### config.mk
export PLATFORM = sky130hd
export DESIGN_NAME = dvs_fir_flat
export DESIGN_NICKNAME = d
export VERILOG_FILES = /design/src/rtl/dvs_fir_if.sv /design/src/rtl/dvs_fir.sv /design/src/flat_wrapper.sv
export SDC_FILE = /design/constraint.sdc
export NUM_CORES = 1
export LEC_CHECK = 0
export CAP_MARGIN = 20
export CORE_MARGIN = 1
export CORE_UTILIZATION = 62
export DETAILED_ROUTE_END_ITERATION = 8
export GPL_ROUTABILITY_DRIVEN = 0
export GPL_TIMING_DRIVEN = 0
export PLACE_DENSITY = 0.81
export SYNTH_ARGS = -nofsm -noshare
export SYNTH_HDL_FRONTEND = slang
export SYNTH_SLANG_ARGS = --single-unit
export TNS_END_PERCENT = 1
### constraint.sdc
create_clock -name clk -period 7.07 [get_ports clk]
set_input_delay 1.414 -clock clk [delete_from_list [all_inputs] [get_ports clk]]
set_output_delay 1.414 -clock clk [all_outputs]
set_load 0.005 [all_outputs]
### src/rtl/dvs_fir_if.sv
// Sample-stream bundle for the dvs_fir filter: input sample, mode select and
// registered filtered output.
interface dvs_fir_if #(
   parameter int DATA_W = 16
);
   logic signed [DATA_W-1:0] data_in;
   logic                     low_power_mode;
   logic signed [DATA_W-1:0] filtered_data;

   modport master (
      output data_in,
      output low_power_mode,
      input  filtered_data
   );

   modport slave (
      input  data_in,
      input  low_power_mode,
      output filtered_data
   );
endinterface

### src/rtl/dvs_fir.sv
// Fixed-coefficient symmetric low-pass FIR with a reduced-tap power-saving mode
// that freezes the upper delay line and gates the upper multipliers.
module dvs_fir #(
   parameter int TAPS   = 8,
   parameter int DATA_W = 16,
   parameter int COEF_W = 16
) (
   input logic      clk,
   input logic      reset,
   dvs_fir_if.slave bus
);

   localparam int HALF   = TAPS / 2;
   localparam int PROD_W = DATA_W + COEF_W;
   localparam int ACC_W  = PROD_W + $clog2(TAPS);

   // Symmetric Q1.15 taps doubling toward the centre: 1024, 2048, 4096, 8192, ...
   function automatic logic signed [COEF_W-1:0] coef(input int k);
      int d;
      d = (k < TAPS - 1 - k) ? k : TAPS - 1 - k;
      return COEF_W'(1024 << d);
   endfunction

   logic signed [DATA_W-1:0] x    [TAPS];
   logic signed [DATA_W-1:0] s    [TAPS];
   logic signed [DATA_W-1:0] op   [TAPS];
   logic signed [PROD_W-1:0] prod [TAPS];
   logic signed [ACC_W-1:0]  acc;
   logic signed [DATA_W-1:0] result;
   logic                     unused_acc_bits;

   assign s[0] = bus.data_in;
   for (genvar k = 1; k < TAPS; k++) begin : g_sample
      assign s[k] = x[k-1];
   end

   // Upper-half operands are forced to zero in low-power mode so those
   // multipliers stop toggling.
   always_comb begin
      acc = '0;
      for (int k = 0; k < TAPS; k++) begin
         op[k]   = (bus.low_power_mode && k >= HALF) ? '0 : s[k];
         prod[k] = op[k] * coef(k);
         acc     = acc + ACC_W'(prod[k]);
      end
   end

   // Slicing the accumulator is the arithmetic shift plus truncation; the
   // half-tap sum uses one less bit of shift to keep the DC gain near unity.
   always_comb begin
      result = bus.low_power_mode ? acc[COEF_W-2 +: DATA_W] : acc[COEF_W-1 +: DATA_W];
   end

   assign unused_acc_bits = ^{acc[ACC_W-1:PROD_W-1], acc[COEF_W-3:0]};

   // Taps at and above HALF-1 hold in low-power mode; the stale history is
   // deliberately kept so normal mode resumes from it.
   always_ff @(posedge clk or negedge reset) begin
      if (!reset) begin
         for (int k = 0; k < TAPS; k++) begin
            x[k] <= '0;
         end
         bus.filtered_data <= '0;
      end else begin
         x[0] <= bus.data_in;
         for (int k = 1; k < TAPS; k++) begin
            if (!(bus.low_power_mode && k >= HALF - 1)) begin
               x[k] <= x[k-1];
            end
         end
         bus.filtered_data <= result;
      end
   end

endmodule

### src/flat_wrapper.sv
// flat-port wrapper written by rule: the top's interface ports become plain ports
module dvs_fir_flat 
#(
   parameter int TAPS   = 8,
   parameter int DATA_W = 16,
   parameter int COEF_W = 16
)
  (clk, reset, bus_data_in, bus_low_power_mode, bus_filtered_data);
  dvs_fir_if #(.DATA_W(DATA_W)) bus_i ();
  input logic clk;
  input logic reset;
  input wire logic [$bits(bus_i.data_in)-1:0] bus_data_in;
  input wire logic [$bits(bus_i.low_power_mode)-1:0] bus_low_power_mode;
  output wire logic [$bits(bus_i.filtered_data)-1:0] bus_filtered_data;
  assign bus_i.data_in = bus_data_in;
  assign bus_i.low_power_mode = bus_low_power_mode;
  assign bus_filtered_data = bus_i.filtered_data;
  dvs_fir #(.TAPS(TAPS), .DATA_W(DATA_W), .COEF_W(COEF_W)) u_core (.clk(clk), .reset(reset), .bus(bus_i));
endmodule
Word-level counts from Yosys, hierarchy flattened
Index checks and enable logic that the tools add are counted.
Storage, ports and cells
  flip-flop bits (word level): 128
  bits of input ports: 19
Operators by class
  add/sub/neg operators: 7
  multiplexer cells: 5
Operators by type and width (count)
  $mux W16: 5
  $add A31 B29 Y31: 2
  $add A31 B26 Y31: 1
  $add A31 B27 Y31: 1
  $add A31 B28 Y31: 1
  $add A28 B28 Y29: 1
  $add A26 B27 Y28: 1

Longest topological paths before layout
Gate-level depths: netlist of run 1.
  depth after elaboration: 8
  depth in mapped cells: 23

Worst setup path after synthesis of run 1
Ideal clock, no wire load.
  path type: input-to-reg
  start: in bus_data_in[2]
  end: reg u_core.bus.filtered_data[14]
  library setup time: 96 ps
  arrival time: 6603 ps
  data required time: 6974 ps
  path slack: 371 ps
  stages on the path: 21
  cell sequence: fa_1 -> ha_1 -> inv_1 -> fa_1 -> nor2b_1 -> o31a_1 -> o221ai_1 -> a211oi_1 -> o311ai_0 -> fa_1 -> inv_1 -> fa_1 -> fa_1 -> inv_1 -> ha_1 -> and3_1 -> and2_1 -> a221oi_1 -> o21ai_1 -> and3_1 -> nor4_2
On the way
  cells in the longest elaborated chain, start to end: 8
RTL lines
  start, declared: line flat_wrapper.sv:12  | input wire logic [$bits(bus_i.data_in)-1:0] bus_data_in;
  $add A26 B27 Y28: line dvs_fir.sv:44  | acc = acc + ACC_W'(prod[k]);
  $add A28 B28 Y29: line dvs_fir.sv:44
  $add A31 B29 Y31 (2 in series): line dvs_fir.sv:44
  $add A31 B28 Y31: line dvs_fir.sv:44
  $add A31 B27 Y31: line dvs_fir.sv:44
  $add A31 B26 Y31: line dvs_fir.sv:44
  $mux W16: line dvs_fir.sv:51  | result = bus.low_power_mode ? acc[COEF_W-2 +: DATA_W] : acc[COEF_W-1 +: DATA_W];
  via u_core.result[14]: line dvs_fir.sv:29  | logic signed [DATA_W-1:0] result;
  end signal, assigned: line dvs_fir.sv:71  | bus.filtered_data <= result;
  end, declared: line dvs_fir_if.sv:19  | output filtered_data
The timed path passes the listed nets, and every way through them passes these cells.
A chain may end at the register's enable or synchronous reset.

Final worst setup path of run 1
  start: in bus_data_in[9]
  end: reg u_core.bus.filtered_data[14]
The elaborated chain is that of the path after synthesis.

==> results of run 1 <==
cell families (layout without fill, tap and decap cells):
group	count (synthesis)	count (layout)	synth area share, %
buffers and inverters	120	195	5.581
flip-flops	128	128	39.69
AND/OR/NAND/NOR	152	152	10.14
XOR/XNOR	27	27	2.930
AO/OA/AOI/OAI	136	136	12.14
adder cells (fa/ha/maj)	120	120	26.60
multiplexers	21	21	2.915
final cells by class:
class | instances | share of cell area [%]
flip-flops and latches | 128 | 33.12
multi-input cells | 456 | 49.13
repair buffers | 45 | 4.684
inverters | 100 | 3.881
well taps | 172 | 2.225
plain buffers | 18 | 0.7116
clock buffers | 19 | 4.580
clock inverters | 13 | 1.669
registers in the layout (all words and copies together), names as in the netlist:
signal                    flops
u_core.s                     64
u_core.op                    48
u_core.bus.filtered_data     16
worst max-delay path by stage:
stage                        start  slack [ns]  cells past startpoint                      endpoint
floorplan           bus_data_in[2]        0.37                     21  u_core.bus.filtered_data[14]
global placement    bus_data_in[2]       -0.85                     22  u_core.bus.filtered_data[14]
detailed placement  bus_data_in[2]       -0.94                     22  u_core.bus.filtered_data[14]
CTS                 bus_data_in[2]        0.01                     22   u_core.bus.filtered_data[9]
global route        bus_data_in[9]       -0.12                     21  u_core.bus.filtered_data[14]
finish              bus_data_in[9]        0.09                     21  u_core.bus.filtered_data[14]
timing repair:
| item | in CTS | in global routing |
|---|---|---|
| hold endpoints to repair | 0 | 0 |
| resized for setup | 23 | 42 |
| setup buffers | 2 | 8 |
| endpoints found under the setup margin | 9 | 11 |
| pin swaps | 7 | 18 |
layout by cell type, fill, tap and decap left out, types with 5 or more instances in the layout:
cell	count
buf_4	9
nor3_1	5
clkbuf_16	17
clkbuf_1	16
ha_1	21
a21o_1	59
nand3_1	7
inv_1	100
o21bai_1	7
o21ai_0	8
a21oi_1	22
xnor2_1	15
nor2_1	14
ha_4	9
nor2b_1	56
fa_1	85
mux2_2	20
dfrtp_1	128
clkdlybuf4s50_1	31
xor2_1	9
nand2_1	41
per-layer routing:
metal	up-vias	wire length (um)
li1	2441	-
met1	2849	7706
met2	222	9352
met3	67	994
met4	0	677
met5	-	0
metrics by stage:
step                util, %  TNS [ns]
finish                76.32         0
global route          76.32   -0.1847
CTS                   74.23         0
detailed placement    68.30    -6.364
global placement      68.08    -40.67
floorplan                 -         0
==> qor.csv, run 1 <==
stage,metric,value,unit
final_layout,drive_above_1_share,14.89,%
placed_design,placedCellCount,911,
floorplan,io_pins,35,
global_routing,antenna_found_initial,0,
setup_path,crit_type,in -> reg,
synth,yosysWarningCount,0,
hold_path,worstHoldPathType,reg -> reg,
synth,syn_area,8070,sq um
setup_path,max_stage_delay,0.61,ns
routing,wl_per_cell,19.70,um
setup_path,crit_family,adder cells,
synth,synth.most_common_cell,dfrtp_1,
setup_path,crit_slowest_cell,fa_1,
synth,netlist_top_cells_count,"dfrtp_1, inv_1, fa_1",
floorplan,die_w,116.1,um
synth,synth-seq-cells,128,
setup_path,path_common_cell,fa_1,
clock_tree,holdBufCountCts,0,
synth,yosys_most_used_dff,dfrtp_1,
clock_tree,clkSinkCount,128,
setup_path,startpoint_type,input port,
final_layout,nets,905,
routing,drcViolationCount,0,
synth,synth_edf_count,0,
synth,synth.distinct_cells,47,
floorplan,die_y,116.1,um
routing,final_antenna_net_count,0,
routing,viasPerCell,5.866,
synth,syn_inst,704,
global_routing,grtUsageMet3,5.397,%
sta,tightest_slew,0.8267,ns
global_routing,grt_pass1_wl,28570,um
routing,drt_first_pass_iters,4,
setup_path,arrival,7.32,ns
global_routing,grt.busiest_layer,met2,
synth,yosysTopAreaCell,dfrtp_1,
setup_path,cp_max_fo,8,
floorplan,core-area,12670,sq um
global_routing,grt_overflow,0,
setup_path,r2r_slack,0.96,ns
floorplan,rows,41,
hold_path,min-delay-start,u_core.op[107],
routing,vias,5579,
setup_path,r2r-start,u_core.op[80],
setup_path,rr_endpoint,u_core.bus.filtered_data[14],
clock_tree,clk_latency,0.44,ns
synth,yosysTopAreaCellShare,39.69,%
setup_path,critPathBufInv,3,
setup_path,required,7.41,ns
routing,drt_wl_total,18730,um
setup_path,crit_chain,clkdlybuf4s50_1 -> fa_1 -> ha_2 -> a21o_1 -> a31o_2 -> nor3_4 -> o21ai_0 -> a31oi_1 -> xnor2_2 -> fa_1 -> inv_1 -> fa_1 -> fa_1 -> inv_1 -> ha_4 -> and3_4 -> and2_1 -> a221oi_2 -> o21ai_2 -> and3_1 -> nor4_2,
clock_tree,cts_buffers,17,
sta,whs,0.3934,ns
final_layout,fin_cells,951,
final_layout,stdcell_area,9671,sq um
hold_path,hold_path_end,u_core.op[91],
routing,first_iter_violations,398,
sta,timing.final.ws_setup,0.09329,ns
floorplan,start_util,63.69,%
final_layout,syn_to_final_growth,19.83,%
sta,fmax,0.1433,GHz
status,status,"complete, no violations",
sta,finalClockSkew,0.009250,ns
clock_tree,clockBufferDepth,2,
flow_run,max-cap-violations,0,
sta,setup_viol,0,
global_routing,grt_use_met1,36.99,%
hold_path,hold_path_depth,0,
floorplan,die-area,13480,sq um
synth,synthTopCellsByArea,"dfrtp_1, fa_1, a21o_1",
global_routing,grt_use_met2,48.10,%
synth,synth_fp_nets,843,
final_layout,multiInputGateArea,4751,sq um
synth,seq_area_frac_synth,39.69,%
sta,relSlewSlack,44.89,%
sta,finalCriticalPeriod,6.977,ns
placed_design,place_area,8655,sq um
synth,syn_avg_cell_area,11.46,sq um
placed_design,port_buffers,34,
clock_tree,tritoncts,built,
setup_path,worstSetupEndpointType,flip-flop,
synth,synth-async-reset-ratio,100.0,%
setup_path,r2r_cells,22,
sta,maxSlewViolCount,0,
placed_design,place.detailed.hpwl,11820,um
sta,hold_viol,0,
sta,period_share,98.68,%
final_layout,fillers,751,
global_routing,grt_util_all_layers,28.74,%
final_layout,n_antenna_cell,0,
global_routing,grt_pass1_vias,5837,
global_routing,grt_max_degree,89,
placed_design,pre_cts_slack,-0.9433,ns
clock_tree,htreeDepth,4,
final_layout,ff_latch_area,3203,sq um
clock_tree,root_buffer,clkbuf_16,
clock_tree,clkSlewWorstSetupHoldPaths,0.06,ns
Power of run 1 is left out: the tool's default activity adds up to more than one toggle a clock period on the data nets, which glitch-free logic cannot reach.
==> inputs of run 2 (changes only) <==
--- a/config.mk
+++ b/config.mk
@@ -11,7 +11,7 @@
 export DETAILED_ROUTE_END_ITERATION = 8
 export GPL_ROUTABILITY_DRIVEN = 0
 export GPL_TIMING_DRIVEN = 0
-export PLACE_DENSITY = 0.81
+export PLACE_DENSITY = 0.85
 export SYNTH_ARGS = -nofsm -noshare
 export SYNTH_HDL_FRONTEND = slang
 export SYNTH_SLANG_ARGS = --single-unit
==> run 2 against run 1 <==
Register-to-register slack worse by 0.02 ns. Non-clock buffer count grew 5. Clock skew fell by 0.0021 ns. Count of clock-buffer cells in the layout up 1. Maximum frequency up 0.33%. Sequential cell count stayed put. Sequential share of layout area grew 0.32 points. Final area is 0.97% lower. Utilization fell by 0.74 points. Hold slack got worse by 0.0056 ns. Cell count rose by 0.42%. Die area is the same. Critical path type unchanged. Largest cell class unchanged. Highest routed layer unchanged.
==> qor.csv, run 2 (synthesis results as in run 1) <==
stage,metric,value,unit
placed_design,port_buffers,34,
floorplan,rows,41,
final_layout,n_antenna_cell,0,
sta,relSlewSlack,43.63,%
clock_tree,root_buffer,clkbuf_16,
setup_path,r2r_cells,22,
routing,drcViolationCount,0,
placed_design,pre_cts_slack,-1.005,ns
setup_path,max_stage_delay,0.59,ns
routing,wl_met2,9164,um
status,status,"complete, no violations",
setup_path,startpoint_type,input port,
final_layout,largest_register_ffs,64,
global_routing,grt_max_degree,90,
hold_path,min-delay-start,u_core.op[96],
routing,viasPerCell,5.750,
global_routing,grt_util_all_layers,29.49,%
global_routing,grt_pass1_vias,5877,
setup_path,arrival,7.28,ns
floorplan,start_util,63.69,%
clock_tree,clk_latency,0.43,ns
final_layout,layout_common_cells,"dfrtp_1, inv_1, fa_1, a21o_1, nor2b_1",
setup_path,crit_slowest_cell,fa_2,
routing,wl_met3,1106,um
setup_path,worstSetupEndpointType,flip-flop,
setup_path,crit_type,in -> reg,
floorplan,die-area,13480,sq um
floorplan,core-area,12670,sq um
clock_tree,clockBufferDepth,2,
routing,drt_wl_total,18200,um
setup_path,crit_family,adder cells,
clock_tree,clkSlewWorstSetupHoldPaths,0.06,ns
clock_tree,cts_buffers,17,
routing,first_iter_violations,413,
clock_tree,clkSinkCount,128,
hold_path,hold_path_depth,0,
setup_path,required,7.40,ns
sta,maxSlewViolCount,0,
global_routing,antenna_found_initial,0,
sta,tightest_slew,0.8456,ns
sta,timing.final.ws_setup,0.1160,ns
routing,wl_per_cell,19.05,um
routing,final_antenna_net_count,0,
placed_design,place.detailed.hpwl,11820,um
global_routing,grt_overflow,0,
final_layout,nets,910,
routing,top_layer,met4,
clock_tree,tritoncts,built,
sta,finalCriticalPeriod,6.954,ns
final_layout,ff_latch_area,3203,sq um
hold_path,hold_path_end,u_core.op[80],
floorplan,die_w,116.1,um
sta,hold_viol,0,
sta,fmax,0.1438,GHz
sta,period_share,98.36,%
clock_tree,holdBufCountCts,0,
placed_design,placedCellCount,911,
power,p_leak,4.621,nW
power,peakVddDrop,0.2790,mV
sta,rsz0062_at_grt,yes,
final_layout,syn_to_final_growth,18.67,%
global_routing,grt_pass1_wl,29150,um
setup_path,r2r_slack,0.94,ns
placed_design,place_area,8655,sq um
sta,finalClockSkew,0.007184,ns
setup_path,crit_chain,clkdlybuf4s50_1 -> fa_1 -> inv_1 -> fa_2 -> nor2b_2 -> o31a_1 -> o221ai_4 -> a211oi_4 -> buf_4 -> o311ai_4 -> fa_2 -> inv_1 -> fa_1 -> fa_1 -> inv_1 -> ha_4 -> a21o_1 -> a21o_1 -> a211oi_1 -> o21bai_1 -> o211a_1 -> nor4_2,
setup_path,rr_endpoint,u_core.bus.filtered_data[15],
power,p_per_area,539.2,nW/um^2
setup_path,cp_max_fo,6,
sta,setup_viol,0,
flow_run,max-cap-violations,0,
floorplan,die_y,116.1,um
setup_path,critPathBufInv,5,
final_layout,drive_above_1_share,14.69,%
final_layout,fin_cells,955,
final_layout,fillers,752,
floorplan,io_pins,35,
final_layout,stdcell_area,9577,sq um
routing,drt_first_pass_iters,5,
hold_path,worstHoldPathType,reg -> reg,
setup_path,r2r-start,u_core.op[97],
routing,vias,5491,
clock_tree,htreeDepth,4,
final_layout,final_common_cell,dfrtp_1,
final_layout,multiInputGateArea,4705,sq um
routing,wl_met1,7446,um
[run 2: changes by cell type in the layout (fill, tap and decap cells not counted), moves of 3 or more]
cell        previous run  this run
buf_4                  9        15
and3_1                 2         6
ha_4                   9         5
clkbuf_1              16        19
clkinvlp_4             1         4
[run 2: stage by stage]
| stage | setup TNS [ns] | total power [mW] | hold slack, ns | utilization (%) |
|---|---|---|---|---|
| global placement | -48.11 | 3.718 | 0.3677 | 68.08 |
| detailed placement | -6.446 | 3.827 | 0.3800 | 68.30 |
| global route | -0.5126 | 5.545 | 0.3968 | 75.58 |
| CTS | -0.01283 | 4.825 | 0.3913 | 73.50 |
| finish | 0 | 5.163 | 0.3878 | 75.58 |
| floorplan | 0 | 3.215 | 0.3574 | - |
[run 2: where the power goes]
part / switching (mW) / internal [mW]
Combinational: 1.90 / 1.54
Sequential: 0.0480 / 0.870
Clock: 0.326 / 0.477
Total: 2.28 / 2.88
[run 2: how the worst max path moves through the flow]
stage / cells past startpoint / slack [ns] / endpoint / from
2_1_floorplan: 21 / 0.37 / u_core.bus.filtered_data[14] / bus_data_in[2]
3_3_place_gp: 22 / -0.82 / u_core.bus.filtered_data[14] / bus_data_in[2]
3_5_place_dp: 22 / -1.01 / u_core.bus.filtered_data[14] / bus_data_in[2]
4_1_cts: 23 / -0.01 / u_core.bus.filtered_data[14] / bus_data_in[3]
5_1_grt: 22 / -0.11 / u_core.bus.filtered_data[14] / bus_data_in[2]
6_report: 22 / 0.12 / u_core.bus.filtered_data[15] / bus_data_in[3]
[run 2: cell type report]
cell class / count / share of cell area [%]
Sequential cell: 128 / 33.45
Buffer: 18 / 0.7055
Timing Repair Buffer: 50 / 5.017
Clock inverter: 11 / 0.9799
Clock buffer: 20 / 4.560
Inverter: 100 / 3.920
Multi-Input combinational cell: 456 / 49.12
Tap cell: 172 / 2.247
[run 2: worst register-to-register path: cells and delay by family (launching register included)]
kind | cells | cell delay, ns
adder cells (fa/ha/maj) | 7 | 3.03
buffers and inverters | 4 | 0.35
flip-flops | 1 | 0.41
AND/OR/NAND/NOR | 2 | 0.41
AO/OA/AOI/OAI | 9 | 1.84
[run 2: what timing repair did]
action / in CTS / in global routing
gates resized for setup: 18 / 38
endpoints found under the setup margin: 10 / 10
cloned: 0 / 0
pin swaps: 2 / 22
setup buffers: 2 / 13
[run 2: per-layer routing]
metal	vias up	GRT usage (%)
li1	2444	-
met1	2776	37.70
met2	223	48.57
met3	48	7.265
met4	0	12.39
met5	-	0
Power figures use the tool's default switching activity.
==> inputs of run 3 (changes only) <==
--- a/config.mk
+++ b/config.mk
@@ -5,6 +5,7 @@
 export SDC_FILE = /design/constraint.sdc
 export NUM_CORES = 1
 export LEC_CHECK = 0
+export ABC_AREA = 1
 export CAP_MARGIN = 20
 export CORE_MARGIN = 1
 export CORE_UTILIZATION = 62
==> run 3 against run 2 <==
Critical path depth is 6 higher. Register-to-register slack better by 0.45 ns. Critical endpoint unchanged. Maximum frequency is 3.2% higher. Largest cell class unchanged. Clock power is 12% higher.
==> qor.csv, run 3 <==
stage,metric,value,unit
status,status,"complete, no violations",
floorplan,core-area,12770,sq um
setup_path,startpoint_type,input port,
sta,timing.final.ws_setup,0.3311,ns
clock_tree,clkSinkCount,128,
synth,synth_xor_area_share,2.553,%
synth,syn_area,8233,sq um
placed_design,pre_cts_slack,-0.07382,ns
setup_path,required,7.38,ns
sta,setup_viol,0,
final_layout,drive_above_1_share,6.390,%
final_layout,nets,1065,
synth,yosysTopAreaCellShare,38.91,%
routing,drcViolationCount,0,
synth,synth_top_family_by_area,adder cells,
power,p_leak,4.810,nW
final_layout,n_antenna_cell,0,
placed_design,port_buffers,33,
synth,syn_avg_cell_area,9.431,sq um
sta,hold_viol,0,
synth,seq_area_frac_synth,38.91,%
global_routing,antenna_found_initial,0,
sta,finalClockSkew,0.008817,ns
flow_run,max-cap-violations,0,
clock_tree,htreeDepth,4,
routing,wl_per_cell,14.88,um
sta,maxSlewViolCount,0,
power,switching_share,45.14,%
global_routing,grt_util_all_layers,27.82,%
synth,synth_adder_area_share,26.08,%
synth,synth_fp_nets,1012,
final_layout,largest_register_ffs,64,
power,p_sw,2.055,mW
floorplan,die-area,13740,sq um
clock_tree,cts_buffers,17,
synth,yosys_most_used_dff,dfrtp_1,
sta,relSlewSlack,54.69,%
synth,synth-async-reset-ratio,100.0,%
clock_tree,tritoncts,built,
floorplan,rows,41,
synth,yosysTopAreaCell,dfrtp_1,
floorplan,die_w,117.2,um
setup_path,cp_max_fo,4,
synth,syn_inst,873,
power,p_per_area,483.0,nW/um^2
synth,synth.most_common_cell,inv_1,
power,peakVddDrop,0.2996,mV
clock_tree,clockBufferDepth,2,
synth,netlist_top_cells_count,"inv_1, nand2_1, dfrtp_1",
final_layout,syn_to_final_growth,14.45,%
power,p_seq_share,19.6,%
global_routing,grt_overflow,0,
routing,first_iter_violations,353,
global_routing,grt_max_degree,87,
sta,rsz0062_at_grt,no,
synth,synth.distinct_cells,31,
synth,synth_edf_count,0,
floorplan,die_y,117.2,um
synth,synthSimpleGateAreaFrac,13.92,%
synth,synthTopCellsByArea,"dfrtp_1, fa_1, inv_1",
synth,yosysWarningCount,0,
sta,whs,0.3921,ns
final_layout,fillers,854,
clock_tree,post_cts_buffers,0,
clock_tree,clkSlewWorstSetupHoldPaths,0.06,ns
clock_tree,holdBufCountCts,0,
synth,synth-seq-cells,128,
setup_path,worstSetupEndpointType,flip-flop,
sta,period_share,95.32,%
sta,finalCriticalPeriod,6.739,ns
clock_tree,clk_latency,0.43,ns
sta,tightest_slew,0.6797,ns
synth,yosys-mux-area-fraction,0,%
setup_path,r2r_cells,27,
routing,final_antenna_net_count,0,
floorplan,io_pins,35,
floorplan,start_util,64.45,%
final_layout,layout_common_cells,"inv_1, nand2_1, dfrtp_1, fa_1, nor2_1",
routing,vias,5752,
hold_path,worstHoldPathType,reg -> reg,
routing,viasPerCell,5.177,
power,clkPwrFrac,19.7,%
placed_design,place.detailed.hpwl,12530,um
routing,drt_wl_total,16530,um
final_layout,final_common_cell,inv_1,
routing,drt_first_pass_iters,5,
sta,fmax,0.1484,GHz
setup_path,arrival,7.05,ns
power,p_comb_share,60.6,%
global_routing,grt_pass1_wl,27970,um
power,internal_power,2.497,mW
setup_path,crit_type,in -> reg,
synth,synth_compound_gate_area_share,8.602,%
clock_tree,root_buffer,clkbuf_16,
global_routing,grt_pass1_vias,5986,
hold_path,hold_path_depth,0,
## run 3: cell count changes after synthesis, sizes merged, moves of 6 or more
cell,before,now
clkbuf,18,4
and3,6,0
o21bai,7,41
nor2b,57,0
nand3,8,30
nor2,14,75
a21o,59,2
xnor2,17,8
nand2,41,159
o21ai,11,37
buf,2,16
inv,100,189
mux2,20,0
xor2,10,16
## run 3: critical path: stages
cell	delay, ns
clkdlybuf4s50_1	0.46
fa_1	0.58
ha_1	0.16
inv_1	0.09
fa_1	0.46
o21ai_4	0.23
nand4_1	0.12
nand2_1	0.17
nand2_1	0.08
inv_1	0.07
nor2_1	0.04
nand2_1	0.06
nand2_1	0.12
fa_1	0.57
fa_1	0.59
inv_1	0.07
fa_1	0.53
inv_1	0.04
ha_1	0.32
inv_1	0.08
nor3_2	0.22
nand2_1	0.10
nor2_1	0.09
nand2_1	0.08
nand3_1	0.10
nand2_1	0.05
nand3_1	0.07
nand2_1	0.06
## run 3: per-stage QoR
| step | TNS [ns] | power, mW | util [%] | instances | area [sq um] |
|---|---|---|---|---|---|
| after detailed placement | -0.07382 | 3.599 | 68.95 | 1079 | 8807 |
| final | 0 | 4.551 | 73.77 | 1111 | 9423 |
| after global routing | 0 | 5.005 | 73.77 | 1111 | 9423 |
| after global placement | -38.16 | 3.509 | 68.72 | 1078 | 8778 |
| after floorplan | 0 | 2.991 | - | 873 | 8233 |
| after CTS | 0 | 4.530 | 73.71 | 1111 | 9415 |
## run 3: layer usage
metal / part of all wire [%] / up-vias / wire (um) / GRT usage, %
met5: 0 / - / 0 / 0
li1: - / 2759 / - / -
met3: 4.0 / 29 / 669 / 6.437
met2: 49 / 130 / 8072 / 45.53
met1: 45 / 2834 / 7519 / 36.54
met4: 1.6 / 0 / 266 / 10.21
## run 3: final timing paths
path	endpoint	startpoint	slack [ns]
hold / removal	u_core.op[84]	u_core.op[100]	0.39
setup reg to reg	u_core.bus.filtered_data[15]	u_core.op[80]	1.39
hold reg to reg	u_core.op[84]	u_core.op[100]	0.39
setup / recovery	u_core.bus.filtered_data[15]	bus_data_in[2]	0.33
max in group asynchronous	u_core.op[75]	reset	5.44
min in group asynchronous	u_core.op[97]	reset	0.88
## run 3: power groups by stage
stage | logic, mW | clock network, mW | registers (mW)
floorplan | 2.08 | 0 | 0.908
global placement | 2.61 | 0 | 0.904
detailed placement | 2.69 | 0 | 0.905
CTS | 2.73 | 0.906 | 0.894
global route | 3.16 | 0.943 | 0.907
finish | 2.76 | 0.899 | 0.894
## run 3: cells by family after synthesis
group,count (synthesis)
AO/OA/AOI/OAI,115
XOR/XNOR,24
adder cells (fa/ha/maj),120
buffers and inverters,209
flip-flops,128
AND/OR/NAND/NOR,277
## run 3: layout make-up
cell class | instances | area (sq um) | share of cell area, %
plain buffers | 20 | 108.9 | 1.155
clock buffers | 22 | 474.2 | 5.033
clock inverters | 10 | 133.9 | 1.421
inverters | 189 | 709.4 | 7.529
multi-input cells | 536 | 4219 | 44.77
flip-flops and latches | 128 | 3203 | 33.99
well taps | 172 | 215.2 | 2.284
repair buffers | 34 | 359.1 | 3.811
## run 3: repair_timing
| item | 4_1_cts | 5_1_grt |
|---|---|---|
| hold endpoints to repair | 0 | 0 |
| gates resized for setup | 0 | 1 |
| endpoints found under the setup margin | 0 | 1 |
